==> config.mk <==
export PLATFORM = sky130hd
export DESIGN_NAME = avalon_axi_lite_master_bridge_flat
export DESIGN_NICKNAME = d
export VERILOG_FILES = /design/src/rtl/axi_bridge_pkg.sv /design/src/rtl/avalon_axi_lite_master_bridge_if.sv /design/src/rtl/avalon_axi_lite_master_bridge.sv /design/src/flat_wrapper.sv
export SDC_FILE = /design/constraint.sdc
export NUM_CORES = 1
export LEC_CHECK = 0
export ABC_CLOCK_PERIOD_IN_PS = 2000
export CORE_MARGIN = 8
export CORE_UTILIZATION = 39
export DETAILED_ROUTE_END_ITERATION = 10
export GPL_TIMING_DRIVEN = 0
export PLACE_DENSITY = 0.79
export SLEW_MARGIN = 40
export SYNTH_ARGS = -nofsm -noshare
export SYNTH_HDL_FRONTEND = slang
export SYNTH_SLANG_ARGS = --single-unit
export TNS_END_PERCENT = 10
==> constraint.sdc <==
create_clock -name ACLK -period 2 [get_ports ACLK]
set_input_delay 0.2 -clock ACLK [delete_from_list [all_inputs] [get_ports ACLK]]
set_output_delay 0.2 -clock ACLK [all_outputs]
set_load 0.005 [all_outputs]
==> src/rtl/axi_bridge_pkg.sv <==
// State encoding and AXI response codes shared by the Avalon <-> AXI4-Lite bridges.
package axi_bridge_pkg;

    typedef enum logic [2:0] {
        ST_IDLE    = 3'd0,
        ST_WR_XFER = 3'd1,
        ST_WR_RESP = 3'd2,
        ST_RD_ADDR = 3'd3,
        ST_RD_DATA = 3'd4,
        ST_DONE    = 3'd5
    } state_t;

    localparam logic [1:0] RESP_OKAY   = 2'b00;
    localparam logic [1:0] RESP_EXOKAY = 2'b01;
    localparam logic [1:0] RESP_SLVERR = 2'b10;
    localparam logic [1:0] RESP_DECERR = 2'b11;

    // Avalon has no exclusive-access notion, so EXOKAY folds into OKAY.
    function automatic logic [1:0] map_axi_resp(input logic [1:0] axi_resp);
        return (axi_resp == RESP_EXOKAY) ? RESP_OKAY : axi_resp;
    endfunction

endpackage

==> src/rtl/avalon_axi_lite_master_bridge_if.sv <==
// Avalon-MM slave side plus AXI4-Lite master side of the bridge, bundled as one bus.
interface avalon_axi_lite_master_bridge_if #(
    parameter int ADDR_W = 32,
    parameter int DATA_W = 32
);
    logic [31:0]         iAvsAddress;
    logic [DATA_W/8-1:0] iAvsByteenable;
    logic                iAvsRead;
    logic                iAvsWrite;
    logic [DATA_W-1:0]   iAvsWritedata;
    logic [DATA_W-1:0]   oAvsReaddata;
    logic [1:0]          oAvsResponse;
    logic                oAvsWaitrequest;

    logic [ADDR_W-1:0]   M_AXI_AWADDR;
    logic [2:0]          M_AXI_AWPROT;
    logic                M_AXI_AWVALID;
    logic                M_AXI_AWREADY;
    logic [DATA_W-1:0]   M_AXI_WDATA;
    logic [DATA_W/8-1:0] M_AXI_WSTRB;
    logic                M_AXI_WVALID;
    logic                M_AXI_WREADY;
    logic [1:0]          M_AXI_BRESP;
    logic                M_AXI_BVALID;
    logic                M_AXI_BREADY;
    logic [ADDR_W-1:0]   M_AXI_ARADDR;
    logic [2:0]          M_AXI_ARPROT;
    logic                M_AXI_ARVALID;
    logic                M_AXI_ARREADY;
    logic [DATA_W-1:0]   M_AXI_RDATA;
    logic [1:0]          M_AXI_RRESP;
    logic                M_AXI_RVALID;
    logic                M_AXI_RREADY;

    modport master (
        input  iAvsAddress, iAvsByteenable, iAvsRead, iAvsWrite, iAvsWritedata,
        output oAvsReaddata, oAvsResponse, oAvsWaitrequest,
        output M_AXI_AWADDR, M_AXI_AWPROT, M_AXI_AWVALID,
        input  M_AXI_AWREADY,
        output M_AXI_WDATA, M_AXI_WSTRB, M_AXI_WVALID,
        input  M_AXI_WREADY,
        input  M_AXI_BRESP, M_AXI_BVALID,
        output M_AXI_BREADY,
        output M_AXI_ARADDR, M_AXI_ARPROT, M_AXI_ARVALID,
        input  M_AXI_ARREADY,
        input  M_AXI_RDATA, M_AXI_RRESP, M_AXI_RVALID,
        output M_AXI_RREADY
    );

    modport slave (
        output iAvsAddress, iAvsByteenable, iAvsRead, iAvsWrite, iAvsWritedata,
        input  oAvsReaddata, oAvsResponse, oAvsWaitrequest,
        input  M_AXI_AWADDR, M_AXI_AWPROT, M_AXI_AWVALID,
        output M_AXI_AWREADY,
        input  M_AXI_WDATA, M_AXI_WSTRB, M_AXI_WVALID,
        output M_AXI_WREADY,
        output M_AXI_BRESP, M_AXI_BVALID,
        input  M_AXI_BREADY,
        input  M_AXI_ARADDR, M_AXI_ARPROT, M_AXI_ARVALID,
        output M_AXI_ARREADY,
        output M_AXI_RDATA, M_AXI_RRESP, M_AXI_RVALID,
        input  M_AXI_RREADY
    );

endinterface

==> src/rtl/avalon_axi_lite_master_bridge.sv <==
// Avalon-MM slave to AXI4-Lite master bridge: one AXI transaction per Avalon access,
// Avalon stalled by waitrequest until the AXI response returns.
module avalon_axi_lite_master_bridge
    import axi_bridge_pkg::*;
#(
    parameter logic [31:0] C_BASEADDR         = 32'h0000_0000,
    parameter logic [31:0] C_HIGHADDR         = 32'h0000_FFFF,
    parameter int          C_M_AXI_ADDR_WIDTH = 32,
    parameter int          C_M_AXI_DATA_WIDTH = 32
) (
    input logic                            ACLK,
    input logic                            ARESETN,
    avalon_axi_lite_master_bridge_if.master bus
);

    localparam int STRB_W = C_M_AXI_DATA_WIDTH / 8;

    // Offset compare keeps it a single unsigned test even when the base is zero.
    function automatic logic addr_in_range(input logic [31:0] addr);
        logic [31:0] offset;
        offset = addr - C_BASEADDR;
        return (offset <= (C_HIGHADDR - C_BASEADDR));
    endfunction

    state_t                          r_state, w_state_nxt;
    logic [C_M_AXI_ADDR_WIDTH-1:0]   r_addr, w_addr_nxt;
    logic [C_M_AXI_DATA_WIDTH-1:0]   r_wdata, w_wdata_nxt;
    logic [STRB_W-1:0]               r_strb, w_strb_nxt;
    logic                            r_awvalid, w_awvalid_nxt;
    logic                            r_wvalid, w_wvalid_nxt;
    logic                            r_aw_done, w_aw_done_nxt;
    logic                            r_w_done, w_w_done_nxt;
    logic                            r_bready, w_bready_nxt;
    logic                            r_arvalid, w_arvalid_nxt;
    logic                            r_rready, w_rready_nxt;
    logic [C_M_AXI_DATA_WIDTH-1:0]   r_rdata, w_rdata_nxt;
    logic [1:0]                      r_resp, w_resp_nxt;
    logic                            r_wait, w_wait_nxt;
    logic                            w_aw_fin;
    logic                            w_w_fin;
    logic [C_M_AXI_ADDR_WIDTH-1:0]   w_axi_addr;

    always_ff @(posedge ACLK) begin
        if (!ARESETN) r_state <= ST_IDLE;
        else          r_state <= w_state_nxt;
    end

    always_comb begin
        w_state_nxt   = r_state;
        w_addr_nxt    = r_addr;
        w_wdata_nxt   = r_wdata;
        w_strb_nxt    = r_strb;
        w_awvalid_nxt = r_awvalid;
        w_wvalid_nxt  = r_wvalid;
        w_aw_done_nxt = r_aw_done;
        w_w_done_nxt  = r_w_done;
        w_bready_nxt  = r_bready;
        w_arvalid_nxt = r_arvalid;
        w_rready_nxt  = r_rready;
        w_rdata_nxt   = r_rdata;
        w_resp_nxt    = r_resp;
        w_wait_nxt    = r_wait;
        w_aw_fin      = r_aw_done | (r_awvalid & bus.M_AXI_AWREADY);
        w_w_fin       = r_w_done  | (r_wvalid  & bus.M_AXI_WREADY);

        case (r_state)
            ST_IDLE: begin
                w_wait_nxt = 1'b1;
                if (bus.iAvsWrite) begin
                    w_addr_nxt  = bus.iAvsAddress;
                    w_wdata_nxt = bus.iAvsWritedata;
                    w_strb_nxt  = bus.iAvsByteenable;
                    if (addr_in_range(bus.iAvsAddress)) begin
                        w_state_nxt   = ST_WR_XFER;
                        w_awvalid_nxt = 1'b1;
                        w_wvalid_nxt  = 1'b1;
                        w_aw_done_nxt = 1'b0;
                        w_w_done_nxt  = 1'b0;
                    end else begin
                        w_state_nxt = ST_DONE;
                        w_resp_nxt  = RESP_DECERR;
                        w_wait_nxt  = 1'b0;
                    end
                end else if (bus.iAvsRead) begin
                    w_addr_nxt = bus.iAvsAddress;
                    if (addr_in_range(bus.iAvsAddress)) begin
                        w_state_nxt   = ST_RD_ADDR;
                        w_arvalid_nxt = 1'b1;
                    end else begin
                        w_state_nxt = ST_DONE;
                        w_resp_nxt  = RESP_DECERR;
                        w_rdata_nxt = '0;
                        w_wait_nxt  = 1'b0;
                    end
                end
            end
            // AW and W retire independently; each VALID falls right after its own handshake.
            ST_WR_XFER: begin
                w_awvalid_nxt = r_awvalid & ~bus.M_AXI_AWREADY;
                w_wvalid_nxt  = r_wvalid  & ~bus.M_AXI_WREADY;
                w_aw_done_nxt = w_aw_fin;
                w_w_done_nxt  = w_w_fin;
                if (w_aw_fin && w_w_fin) begin
                    w_state_nxt  = ST_WR_RESP;
                    w_bready_nxt = 1'b1;
                end
            end
            ST_WR_RESP: begin
                if (bus.M_AXI_BVALID) begin
                    w_state_nxt  = ST_DONE;
                    w_resp_nxt   = map_axi_resp(bus.M_AXI_BRESP);
                    w_bready_nxt = 1'b0;
                    w_wait_nxt   = 1'b0;
                end
            end
            ST_RD_ADDR: begin
                if (bus.M_AXI_ARREADY) begin
                    w_state_nxt   = ST_RD_DATA;
                    w_arvalid_nxt = 1'b0;
                    w_rready_nxt  = 1'b1;
                end
            end
            ST_RD_DATA: begin
                if (bus.M_AXI_RVALID) begin
                    w_state_nxt  = ST_DONE;
                    w_rdata_nxt  = bus.M_AXI_RDATA;
                    w_resp_nxt   = map_axi_resp(bus.M_AXI_RRESP);
                    w_rready_nxt = 1'b0;
                    w_wait_nxt   = 1'b0;
                end
            end
            ST_DONE: begin
                w_state_nxt = ST_IDLE;
                w_wait_nxt  = 1'b1;
            end
            default: begin
                w_state_nxt = ST_IDLE;
                w_wait_nxt  = 1'b1;
            end
        endcase
    end

    always_ff @(posedge ACLK) begin
        if (!ARESETN) begin
            r_addr    <= '0;
            r_wdata   <= '0;
            r_strb    <= '0;
            r_awvalid <= 1'b0;
            r_wvalid  <= 1'b0;
            r_aw_done <= 1'b0;
            r_w_done  <= 1'b0;
            r_bready  <= 1'b0;
            r_arvalid <= 1'b0;
            r_rready  <= 1'b0;
            r_rdata   <= '0;
            r_resp    <= RESP_OKAY;
            r_wait    <= 1'b1;
        end else begin
            r_addr    <= w_addr_nxt;
            r_wdata   <= w_wdata_nxt;
            r_strb    <= w_strb_nxt;
            r_awvalid <= w_awvalid_nxt;
            r_wvalid  <= w_wvalid_nxt;
            r_aw_done <= w_aw_done_nxt;
            r_w_done  <= w_w_done_nxt;
            r_bready  <= w_bready_nxt;
            r_arvalid <= w_arvalid_nxt;
            r_rready  <= w_rready_nxt;
            r_rdata   <= w_rdata_nxt;
            r_resp    <= w_resp_nxt;
            r_wait    <= w_wait_nxt;
        end
    end

    // AXI-Lite transfers are full words, so the byte offset is dropped.
    assign w_axi_addr = {r_addr[C_M_AXI_ADDR_WIDTH-1:2], 2'b00};

    assign bus.M_AXI_AWADDR    = w_axi_addr;
    assign bus.M_AXI_AWPROT    = 3'b000;
    assign bus.M_AXI_AWVALID   = r_awvalid;
    assign bus.M_AXI_WDATA     = r_wdata;
    assign bus.M_AXI_WSTRB     = r_strb;
    assign bus.M_AXI_WVALID    = r_wvalid;
    assign bus.M_AXI_BREADY    = r_bready;
    assign bus.M_AXI_ARADDR    = w_axi_addr;
    assign bus.M_AXI_ARPROT    = 3'b000;
    assign bus.M_AXI_ARVALID   = r_arvalid;
    assign bus.M_AXI_RREADY    = r_rready;
    assign bus.oAvsReaddata    = r_rdata;
    assign bus.oAvsResponse    = r_resp;
    assign bus.oAvsWaitrequest = r_wait;

endmodule

==> src/flat_wrapper.sv <==
// flat-port wrapper written by rule: the top's interface ports become plain ports
module avalon_axi_lite_master_bridge_flat import axi_bridge_pkg::*;
#(
    parameter logic [31:0] C_BASEADDR         = 32'h0000_0000,
    parameter logic [31:0] C_HIGHADDR         = 32'h0000_FFFF,
    parameter int          C_M_AXI_ADDR_WIDTH = 32,
    parameter int          C_M_AXI_DATA_WIDTH = 32
)
  (ACLK, ARESETN, bus_iAvsAddress, bus_iAvsByteenable, bus_iAvsRead, bus_iAvsWrite, bus_iAvsWritedata, bus_oAvsReaddata, bus_oAvsResponse, bus_oAvsWaitrequest, bus_M_AXI_AWADDR, bus_M_AXI_AWPROT, bus_M_AXI_AWVALID, bus_M_AXI_AWREADY, bus_M_AXI_WDATA, bus_M_AXI_WSTRB, bus_M_AXI_WVALID, bus_M_AXI_WREADY, bus_M_AXI_BRESP, bus_M_AXI_BVALID, bus_M_AXI_BREADY, bus_M_AXI_ARADDR, bus_M_AXI_ARPROT, bus_M_AXI_ARVALID, bus_M_AXI_ARREADY, bus_M_AXI_RDATA, bus_M_AXI_RRESP, bus_M_AXI_RVALID, bus_M_AXI_RREADY);
  avalon_axi_lite_master_bridge_if bus_i ();
  input logic ACLK;
  input logic ARESETN;
  input wire logic [$bits(bus_i.iAvsAddress)-1:0] bus_iAvsAddress;
  input wire logic [$bits(bus_i.iAvsByteenable)-1:0] bus_iAvsByteenable;
  input wire logic [$bits(bus_i.iAvsRead)-1:0] bus_iAvsRead;
  input wire logic [$bits(bus_i.iAvsWrite)-1:0] bus_iAvsWrite;
  input wire logic [$bits(bus_i.iAvsWritedata)-1:0] bus_iAvsWritedata;
  output wire logic [$bits(bus_i.oAvsReaddata)-1:0] bus_oAvsReaddata;
  output wire logic [$bits(bus_i.oAvsResponse)-1:0] bus_oAvsResponse;
  output wire logic [$bits(bus_i.oAvsWaitrequest)-1:0] bus_oAvsWaitrequest;
  output wire logic [$bits(bus_i.M_AXI_AWADDR)-1:0] bus_M_AXI_AWADDR;
  output wire logic [$bits(bus_i.M_AXI_AWPROT)-1:0] bus_M_AXI_AWPROT;
  output wire logic [$bits(bus_i.M_AXI_AWVALID)-1:0] bus_M_AXI_AWVALID;
  input wire logic [$bits(bus_i.M_AXI_AWREADY)-1:0] bus_M_AXI_AWREADY;
  output wire logic [$bits(bus_i.M_AXI_WDATA)-1:0] bus_M_AXI_WDATA;
  output wire logic [$bits(bus_i.M_AXI_WSTRB)-1:0] bus_M_AXI_WSTRB;
  output wire logic [$bits(bus_i.M_AXI_WVALID)-1:0] bus_M_AXI_WVALID;
  input wire logic [$bits(bus_i.M_AXI_WREADY)-1:0] bus_M_AXI_WREADY;
  input wire logic [$bits(bus_i.M_AXI_BRESP)-1:0] bus_M_AXI_BRESP;
  input wire logic [$bits(bus_i.M_AXI_BVALID)-1:0] bus_M_AXI_BVALID;
  output wire logic [$bits(bus_i.M_AXI_BREADY)-1:0] bus_M_AXI_BREADY;
  output wire logic [$bits(bus_i.M_AXI_ARADDR)-1:0] bus_M_AXI_ARADDR;
  output wire logic [$bits(bus_i.M_AXI_ARPROT)-1:0] bus_M_AXI_ARPROT;
  output wire logic [$bits(bus_i.M_AXI_ARVALID)-1:0] bus_M_AXI_ARVALID;
  input wire logic [$bits(bus_i.M_AXI_ARREADY)-1:0] bus_M_AXI_ARREADY;
  input wire logic [$bits(bus_i.M_AXI_RDATA)-1:0] bus_M_AXI_RDATA;
  input wire logic [$bits(bus_i.M_AXI_RRESP)-1:0] bus_M_AXI_RRESP;
  input wire logic [$bits(bus_i.M_AXI_RVALID)-1:0] bus_M_AXI_RVALID;
  output wire logic [$bits(bus_i.M_AXI_RREADY)-1:0] bus_M_AXI_RREADY;
  assign bus_i.iAvsAddress = bus_iAvsAddress;
  assign bus_i.iAvsByteenable = bus_iAvsByteenable;
  assign bus_i.iAvsRead = bus_iAvsRead;
  assign bus_i.iAvsWrite = bus_iAvsWrite;
  assign bus_i.iAvsWritedata = bus_iAvsWritedata;
  assign bus_oAvsReaddata = bus_i.oAvsReaddata;
  assign bus_oAvsResponse = bus_i.oAvsResponse;
  assign bus_oAvsWaitrequest = bus_i.oAvsWaitrequest;
  assign bus_M_AXI_AWADDR = bus_i.M_AXI_AWADDR;
  assign bus_M_AXI_AWPROT = bus_i.M_AXI_AWPROT;
  assign bus_M_AXI_AWVALID = bus_i.M_AXI_AWVALID;
  assign bus_i.M_AXI_AWREADY = bus_M_AXI_AWREADY;
  assign bus_M_AXI_WDATA = bus_i.M_AXI_WDATA;
  assign bus_M_AXI_WSTRB = bus_i.M_AXI_WSTRB;
  assign bus_M_AXI_WVALID = bus_i.M_AXI_WVALID;
  assign bus_i.M_AXI_WREADY = bus_M_AXI_WREADY;
  assign bus_i.M_AXI_BRESP = bus_M_AXI_BRESP;
  assign bus_i.M_AXI_BVALID = bus_M_AXI_BVALID;
  assign bus_M_AXI_BREADY = bus_i.M_AXI_BREADY;
  assign bus_M_AXI_ARADDR = bus_i.M_AXI_ARADDR;
  assign bus_M_AXI_ARPROT = bus_i.M_AXI_ARPROT;
  assign bus_M_AXI_ARVALID = bus_i.M_AXI_ARVALID;
  assign bus_i.M_AXI_ARREADY = bus_M_AXI_ARREADY;
  assign bus_i.M_AXI_RDATA = bus_M_AXI_RDATA;
  assign bus_i.M_AXI_RRESP = bus_M_AXI_RRESP;
  assign bus_i.M_AXI_RVALID = bus_M_AXI_RVALID;
  assign bus_M_AXI_RREADY = bus_i.M_AXI_RREADY;
  avalon_axi_lite_master_bridge #(.C_BASEADDR(C_BASEADDR), .C_HIGHADDR(C_HIGHADDR), .C_M_AXI_ADDR_WIDTH(C_M_AXI_ADDR_WIDTH), .C_M_AXI_DATA_WIDTH(C_M_AXI_DATA_WIDTH)) u_core (.ACLK(ACLK), .ARESETN(ARESETN), .bus(bus_i));
endmodule
Word-level counts from Yosys, hierarchy flattened --
Index checks and enable logic that the tools add are counted.
Operators by class: order comparisons 1, eq/ne operators 16, muxes and demuxes 46, bitwise operators 9, reduce and logical (&&, ||, !) cells 20
Operators with widths (number):
- $mux 32 | 6
- $pmux 32 s2 | 1
- $le 32x16->1 const B | 1
- $mux 3 | 8
- $pmux 3 s5 | 1
- $reduce_and 5->1 | 3
- $mux 1 | 14
- $mux 2 | 7
- $ne 2x2->1 const B | 7
- $pmux 1 s2 | 7
- $reduce_and 3->1 | 4
- $reduce_bool 2->1 | 6
- $eq 3x2->1 const B | 2
- $pmux 2 s3 | 1
- $and 1x1->1 | 4
- $eq 2x1->1 const B | 2
- $ne 2x1->1 const B | 2
- $pmux 1 s4 | 1
- $reduce_and 2->1 | 2
- $reduce_and 4->1 | 1
- $eq 3x1->1 const B | 1
- $eq 3x3->1 const B | 1
- $logic_not 3->1 | 1
- $ne 3x3->1 const B | 1
- 5 further kinds | 8
Word-level totals: flip-flop bits (word level) 113, output and inout bits 146

Logic depth before layout (Yosys ltp) --
Gate-level depths: netlist (run 1).
word-level depth 5, mapped depth 7, gate-level depth less buffers 4

Least setup slack after synthesis (run 1) --
No wires, ideal clock.
path kind reg-to-reg, from reg u_core.r_state[1], to reg u_core.r_rdata[10], in the netlist u_core.bus.oAvsReaddata[10], library setup time 72 ps, arrival 1357 ps, required time 1928 ps, slack 571 ps, stages on the path, launching flop included 7, cells stage by stage dfxtp_1 > buf_4 > nor3_4 > nand3b_1 > o21ai_4 > buf_6 > mux2i_1
Between the ends: word-level cells in the longest chain between the ends 3, elaborated cells between the ends (all ways) 9
RTL lines:
- start: declaration | line avalon_axi_lite_master_bridge.sv:25 | state_t r_state, w_state_nxt;
- start signal: assignment | line avalon_axi_lite_master_bridge.sv:45 | else r_state <= w_state_nxt;
- $eq 3x3->1 / $logic_not 3->1 (equally long branches) | line avalon_axi_lite_master_bridge.sv:66 | case (r_state)
- $ne 2x2->1 (no line) / $reduce_bool 2->1 (equally long branches)
- $reduce_and 5->1 (no line)
- end signal: assignment | line avalon_axi_lite_master_bridge.sv:169 | r_rdata <= w_rdata_nxt;
- end: declaration | line avalon_axi_lite_master_bridge.sv:36 | logic [C_M_AXI_DATA_WIDTH-1:0] r_rdata, w_rdata_nxt;
Several ways; a longest one is shown, not always the timed one. A chain may end at the register's enable or synchronous reset.

Worst setup path after layout (run 1) --
from reg u_core.r_state[2], to reg u_core.r_rdata[22], in the netlist u_core.bus.oAvsReaddata[22]
Same word-level chain as after synthesis.

==> results of run 1 <==
[flip-flops by register name (all words and copies together) (netlist names)]
| register | flops |
|---|---|
| u_core.bus.M_AXI_WDATA | 32 |
| u_core.bus.oAvsReaddata | 32 |
| u_core.r_addr | 30 |
| u_core.bus.M_AXI_WSTRB | 4 |
| u_core.r_state | 3 |
| u_core.bus.oAvsResponse | 2 |
| u_core.bus.M_AXI_ARVALID | 1 |
| u_core.bus.M_AXI_AWVALID | 1 |
| u_core.bus.M_AXI_BREADY | 1 |
| u_core.bus.M_AXI_RREADY | 1 |
| u_core.bus.M_AXI_WVALID | 1 |
| u_core.bus.oAvsWaitrequest | 1 |
| u_core.r_aw_done | 1 |
| u_core.r_w_done | 1 |
[through the flow]
step,cell area (um^2),setup WS [ns]
2_1_floorplan,4680,0.571
5_1_grt,7600,0.138
6_report,7600,0.260
4_1_cts,7600,0.275
3_5_place_dp,7320,0.0345
3_3_place_gp,7320,0.0712
[routing by layer]
layer	wire length [um]	global-route usage, %
met3	1380	7.39
met2	7880	34.8
met4	318	6.81
met5	0	0
met1	6260	19.8
[path summary, 6_finish.rpt]
path / start / to / slack (ns) / cells after the start
worst min-delay path: ARESETN / u_core.bus.oAvsReaddata[31] / 0.28 / 3
worst max register to register: u_core.r_state[2] / u_core.bus.oAvsReaddata[22] / 0.26 / 5
worst max-delay path: u_core.r_state[2] / u_core.bus.oAvsReaddata[22] / 0.26 / 5
worst min register to register: u_core.bus.M_AXI_WSTRB[2] / u_core.bus.M_AXI_WSTRB[2] / 0.46 / 2
[cell type report]
type	instances	share of cell area [%]
clock buffers	15	3.66
well taps	147	2.42
repair buffers	245	32.3
plain buffers	77	6.42
inverters	6	0.296
multi-input cells	385	25.7
flip-flops and latches	111	29.2
[placed cells by master, fill, tap and decap left out, types with 2 or more instances in the layout]
cell	netlist	routed
o21ai_0	5	5
mux2i_1	32	32
nor2_1	9	9
clkbuf_1	18	21
buf_6	4	4
nand3_1	4	4
a21oi_1	79	79
nor4_1	2	2
inv_1	5	5
buf_4	41	41
nor4_2	4	4
a2bb2oi_1	2	2
clkdlybuf4s50_1	0	245
clkbuf_16	0	9
nand4_1	2	2
buf_1	2	2
a211oi_1	4	4
clkbuf_8	0	3
conb_1	1	10
nor2b_1	2	2
buf_2	12	12
nand2_1	208	208
a22oi_1	3	3
dfxtp_1	111	111
[cell families (layout without fill, tap and decap cells)]
family / count (synthesis) / in the layout / share of synthesized area [%]
AND/OR/NAND/NOR: 239 / 239 / 21.5
flip-flops: 111 / 111 / 47.8
AO/OA/AOI/OAI: 104 / 104 / 12.8
buffers and inverters: 83 / 343 / 11.0
multiplexers: 32 / 32 / 6.89
other: 1 / 10 / 0.0807
[power by group through the flow]
stage | registers (mW) | clock network (mW) | logic [mW]
6_report | 2.89 | 1.71 | 3.56
5_1_grt | 2.94 | 1.83 | 3.88
4_1_cts | 2.89 | 1.75 | 3.59
3_5_place_dp | 2.94 | 0 | 3.57
3_3_place_gp | 2.91 | 0 | 3.49
2_1_floorplan | 2.93 | 0 | 1.83
[worst max-delay path: cells and delay by family, from the launching register on]
kind / cells / cell delay [ns]
compound gates: 1 / 0.29
buf+inv: 1 / 0.21
simple gates: 2 / 0.56
flops: 1 / 0.39
mux: 1 / 0.21
==> run metrics, run 1 <==
status completed; Pre-Repair DR Iteration Count 4; root buf cell clkbuf_16; largest area contributor in the netlist dfxtp_1; Initial Util around two fifths; Post-CTS Setup Bufs 0; top-level I/O count around 260; DR WL/cell 16.1 um; Post-synth EDFFs 0; Synth warnings 0; required time of the critical path between 2 and 2.5 ns; setup repair after global routing missed its margin false; clk buf depth 2; ratio of cells with drive above 1 in the final layout 9.30%; Post-Syn Instances 570; sequential-to-total area share from yosys stat 47.8%; Worst Setup Start Kind register; Area growth syn-to-layout 63.4%; initial drt markers between 150 and 200; ys async rst share 0%; cts hold-fix bufs 0; final core occ 64.3%; top-count cell post-synth nand2_1; hold crit path type in2reg; Leakage Power approximately 2.8 nW; H-tree Lvls 3; total grt overflow 0; cell internal pwr roughly 5.5 mW; Core Footprint ~12,000 um^2; crit-path cells nor3_4 -> nand3b_1 -> o21ai_4 -> buf_6 -> mux2i_1; I/O Buffers 245; Final Setup Violations 0; Post-Place Cells 971; DIE AREA between 15,000 and 20,000 um^2; Post-CTS Resized 0; Layout Nets 948; Peak supply drop 567 uV; total CTS buffers 9; Slew HR 56.7%; Layout Cells excl Fill ~990; Pwr Density 1070 nW/um^2; clk_skew 0.00432 ns; Reg clk slew, reported paths around 0.070 ns; Total GRT Usage 19.2%; Antenna Cells 0; post-route ant nets 0; clk sink count 111; Post-synth top flop dfxtp_1; RD Place Congestion 0.893; share of the synthesized area in the top cell type 47.8%; clk_lat worst skew 0.34 ns; DRC viols 0; #FFs+latches synth 111; overall power 8.16 mW; fillcell total 1,050; fin crit share 87.0%; final WL roughly 16 mm; slowest CP cell dfxtp_1; Critical Path Max Stage Delay 0.39 ns; critical path class reg2reg; Slew @ Worst Pin 0.640 ns; Setup TNS Final 0 ns; Final Hold Viols 0; Seq pwr share 35.5%; Chip Width approximately 130 um; most instantiated cells after synthesis nand2_1, dfxtp_1, a21oi_1; mean cell area of the mapped netlist roughly 8.2 um^2; Max Cap Viol 0; via/cell ratio 4.82; first-pass GRT wire length 24.7 mm; initial antenna violation count 0; Post-Syn Area 4650 um^2; CTS tree done; vias in the first global route 4,856; DIE HEIGHT about 130 um; fmax roughly 0.57 GHz; Max FO, Critical Path 10; fin crit period between 1.5 and 2 ns; Clock power frac 20.9%; Sw Ratio approximately a third; max-slew violation count 0; Gate power share 43.6%; via count 4,754; row count 40; dominant cells by area after synthesis dfxtp_1, nand2_1, a21oi_1, mux2i_1, buf_4; critical path endpoint category register; Cell variety after synth 41; register area roughly 2200 um^2; Multi-input gate area ~2000 um^2; Min Hold Slack 0.284 ns; DP Wirelength between 10 and 15 mm; largest net degree at the start of global routing 16; NetSw roughly 2.7 mW; Critical Path AT about 2.0 ns
Note: power is estimated with default switching activity, not from simulation.
==> run 2: changes to the inputs <==
Settings changed: CTS_CLUSTER_DIAMETER from default to 120.
==> results of run 2 <==
Final layout, timing and power as in run 1 (identical DEF).
==> run 3: changes to the inputs <==
Settings changed: CORE_UTILIZATION 39 to 40, DONT_BUFFER_PORTS from default to 1, PLACE_DENSITY 0.79 to 0.52.
==> run metrics, run 3 (synthesis gave the netlist of run 1 again) <==
reg2reg end u_core.bus.oAvsReaddata[29]; top-level I/O count 259; Max Cap Viol 0; clk_skew 0.00579 ns; Post-Place Cells between 700 and 800; ratio of cells with drive above 1 in the final layout 11.7%; root buf cell clkbuf_16; RR Startpoint u_core.r_state[2]; Slew HR around half; hold path start bus_M_AXI_RDATA[27]; DP Wirelength 11.0 mm; clk buf depth 2; DR WL/cell 17.9 um; Post-CTS Resized 0; Gate power share 33.3%; vias in the first global route 4,269; first-pass GRT wire length about 23 mm; clk_lat worst skew around 0.34 ns; Setup TNS Final 0 ns; total CTS buffers 9; Post-CTS Setup Bufs 0; Slew @ Worst Pin 0.744 ns; Worst R2R Setup Slack 0.27 ns; total grt overflow 0; Sw Ratio a little over a third; fmax between 0.5 and 0.6 GHz; cell internal pwr 4.72 mW; I/O Buffers 0; H-tree Lvls 3; Leakage Power 2.33 nW; post-route ant nets 0; Initial Util 40.9%; Final Setup Violations 0; status completed; cts hold-fix bufs 94; fin crit period ~1.7 ns; R2R cell count 5; Pre-Repair DR Iteration Count 7; DIE HEIGHT ~120 um; commonest non-fill, non-tap cell in the layout nand2_1; Core Footprint 11,400 um^2; Peak supply drop 649 uV; initial antenna violation count 0; Seq pwr share 41.5%; largest net degree at the start of global routing 17; via count around 4,200; hold crit path type in2reg; required time of the critical path 2.26 ns; row count 39; clk sink count ~110; Chip Width 124 um; CTS tree done; max-slew violation count 0; Antenna Cells 0; Worst Setup Start Kind register; critical path class reg2reg; worst hold path depth 2; fillcell total about 1,100; Reg clk slew, reported paths 0.07 ns; critical path endpoint category register; Pwr Density 1190 nW/um^2; Area growth syn-to-layout 31.7%; final WL 14.9 mm; DIE AREA 15,300 um^2; Layout Cells excl Fill 833; Layout Nets 798; setup repair after global routing missed its margin false; Total GRT Usage 18.8%; fin crit share 86.5%; Max FO, Critical Path 10; DRC viols 0; Endpoint, Worst Hold u_core.bus.oAvsReaddata[27]; via/cell ratio 5.03; Final Hold Viols 0; RD Place Congestion 0.823; commonest cells after routing, fill and taps aside nand2_1, dfxtp_1, dlygate4sd3_1; NetSw 2.55 mW; initial drt markers 175; Critical Path AT 1.99 ns; Clock power frac 25.3%; final core occ between 50% and 60%
-- run 3: worst max path at each step --
stage	to	from	slack (ns)
final	u_core.bus.oAvsReaddata[29]	u_core.r_state[2]	0.27
after global routing	u_core.bus.oAvsReaddata[29]	u_core.r_state[2]	0.12
after CTS	u_core.bus.oAvsReaddata[29]	u_core.r_state[2]	0.26
after detailed placement	u_core.bus.oAvsReaddata[29]	u_core.r_state[2]	0.29
after global placement	u_core.bus.oAvsReaddata[3]	u_core.r_state[2]	0.30
after floorplan	u_core.bus.oAvsReaddata[10]	u_core.r_state[1]	0.57
-- run 3: cell type report --
| cell class | instances | area (um^2) | share of cell area [%] |
|---|---|---|---|
| timing repair buffer | 95 | 951 | 15.5 |
| clock inverter | 3 | 40.0 | 0.654 |
| inverter | 6 | 22.5 | 0.368 |
| tap | 143 | 179 | 2.92 |
| clock buffer | 13 | 270 | 4.41 |
| buffer | 77 | 488 | 7.97 |
| multi-input combinational | 385 | 1950 | 31.9 |
| sequential | 111 | 2220 | 36.3 |
-- run 3: routing by layer --
layer | routed length, um | global-route usage, % | up-vias
met4 | 281 | 7.30 | 0
met5 | 0 | 0 | -
li1 | - | - | 2054
met1 | 5330 | 19.9 | 1951
met3 | 1840 | 7.71 | 16
met2 | 7460 | 32.6 | 172
-- run 3: power groups by stage --
stage	logic, mW	clock network [mW]	registers, mW
floorplan	1.83	0	2.93
global placement	2.21	0	3.07
detailed placement	2.26	0	3.08
CTS	2.42	1.90	3.03
global route	2.70	2.00	3.08
finish	2.42	1.84	3.02
-- run 3: worst max-delay path, stage by stage (launching register included) --
cell and delay, ns:
dfxtp_1 0.39, nor3_4 0.32, nand3b_1 0.22, o21ai_4 0.29
buf_6 0.22, mux2i_1 0.21
-- run 3: per-stage QoR --
step	total power [mW]	area (um^2)	hold slack [ns]	worst slack [ns]
floorplan	4.76	4680	0.336	0.571
global placement	5.29	4860	0.339	0.298
detailed placement	5.34	4860	0.343	0.289
CTS	7.35	6110	0.00535	0.264
global route	7.78	6120	0.00922	0.119
finish	7.28	6120	0.0196	0.271
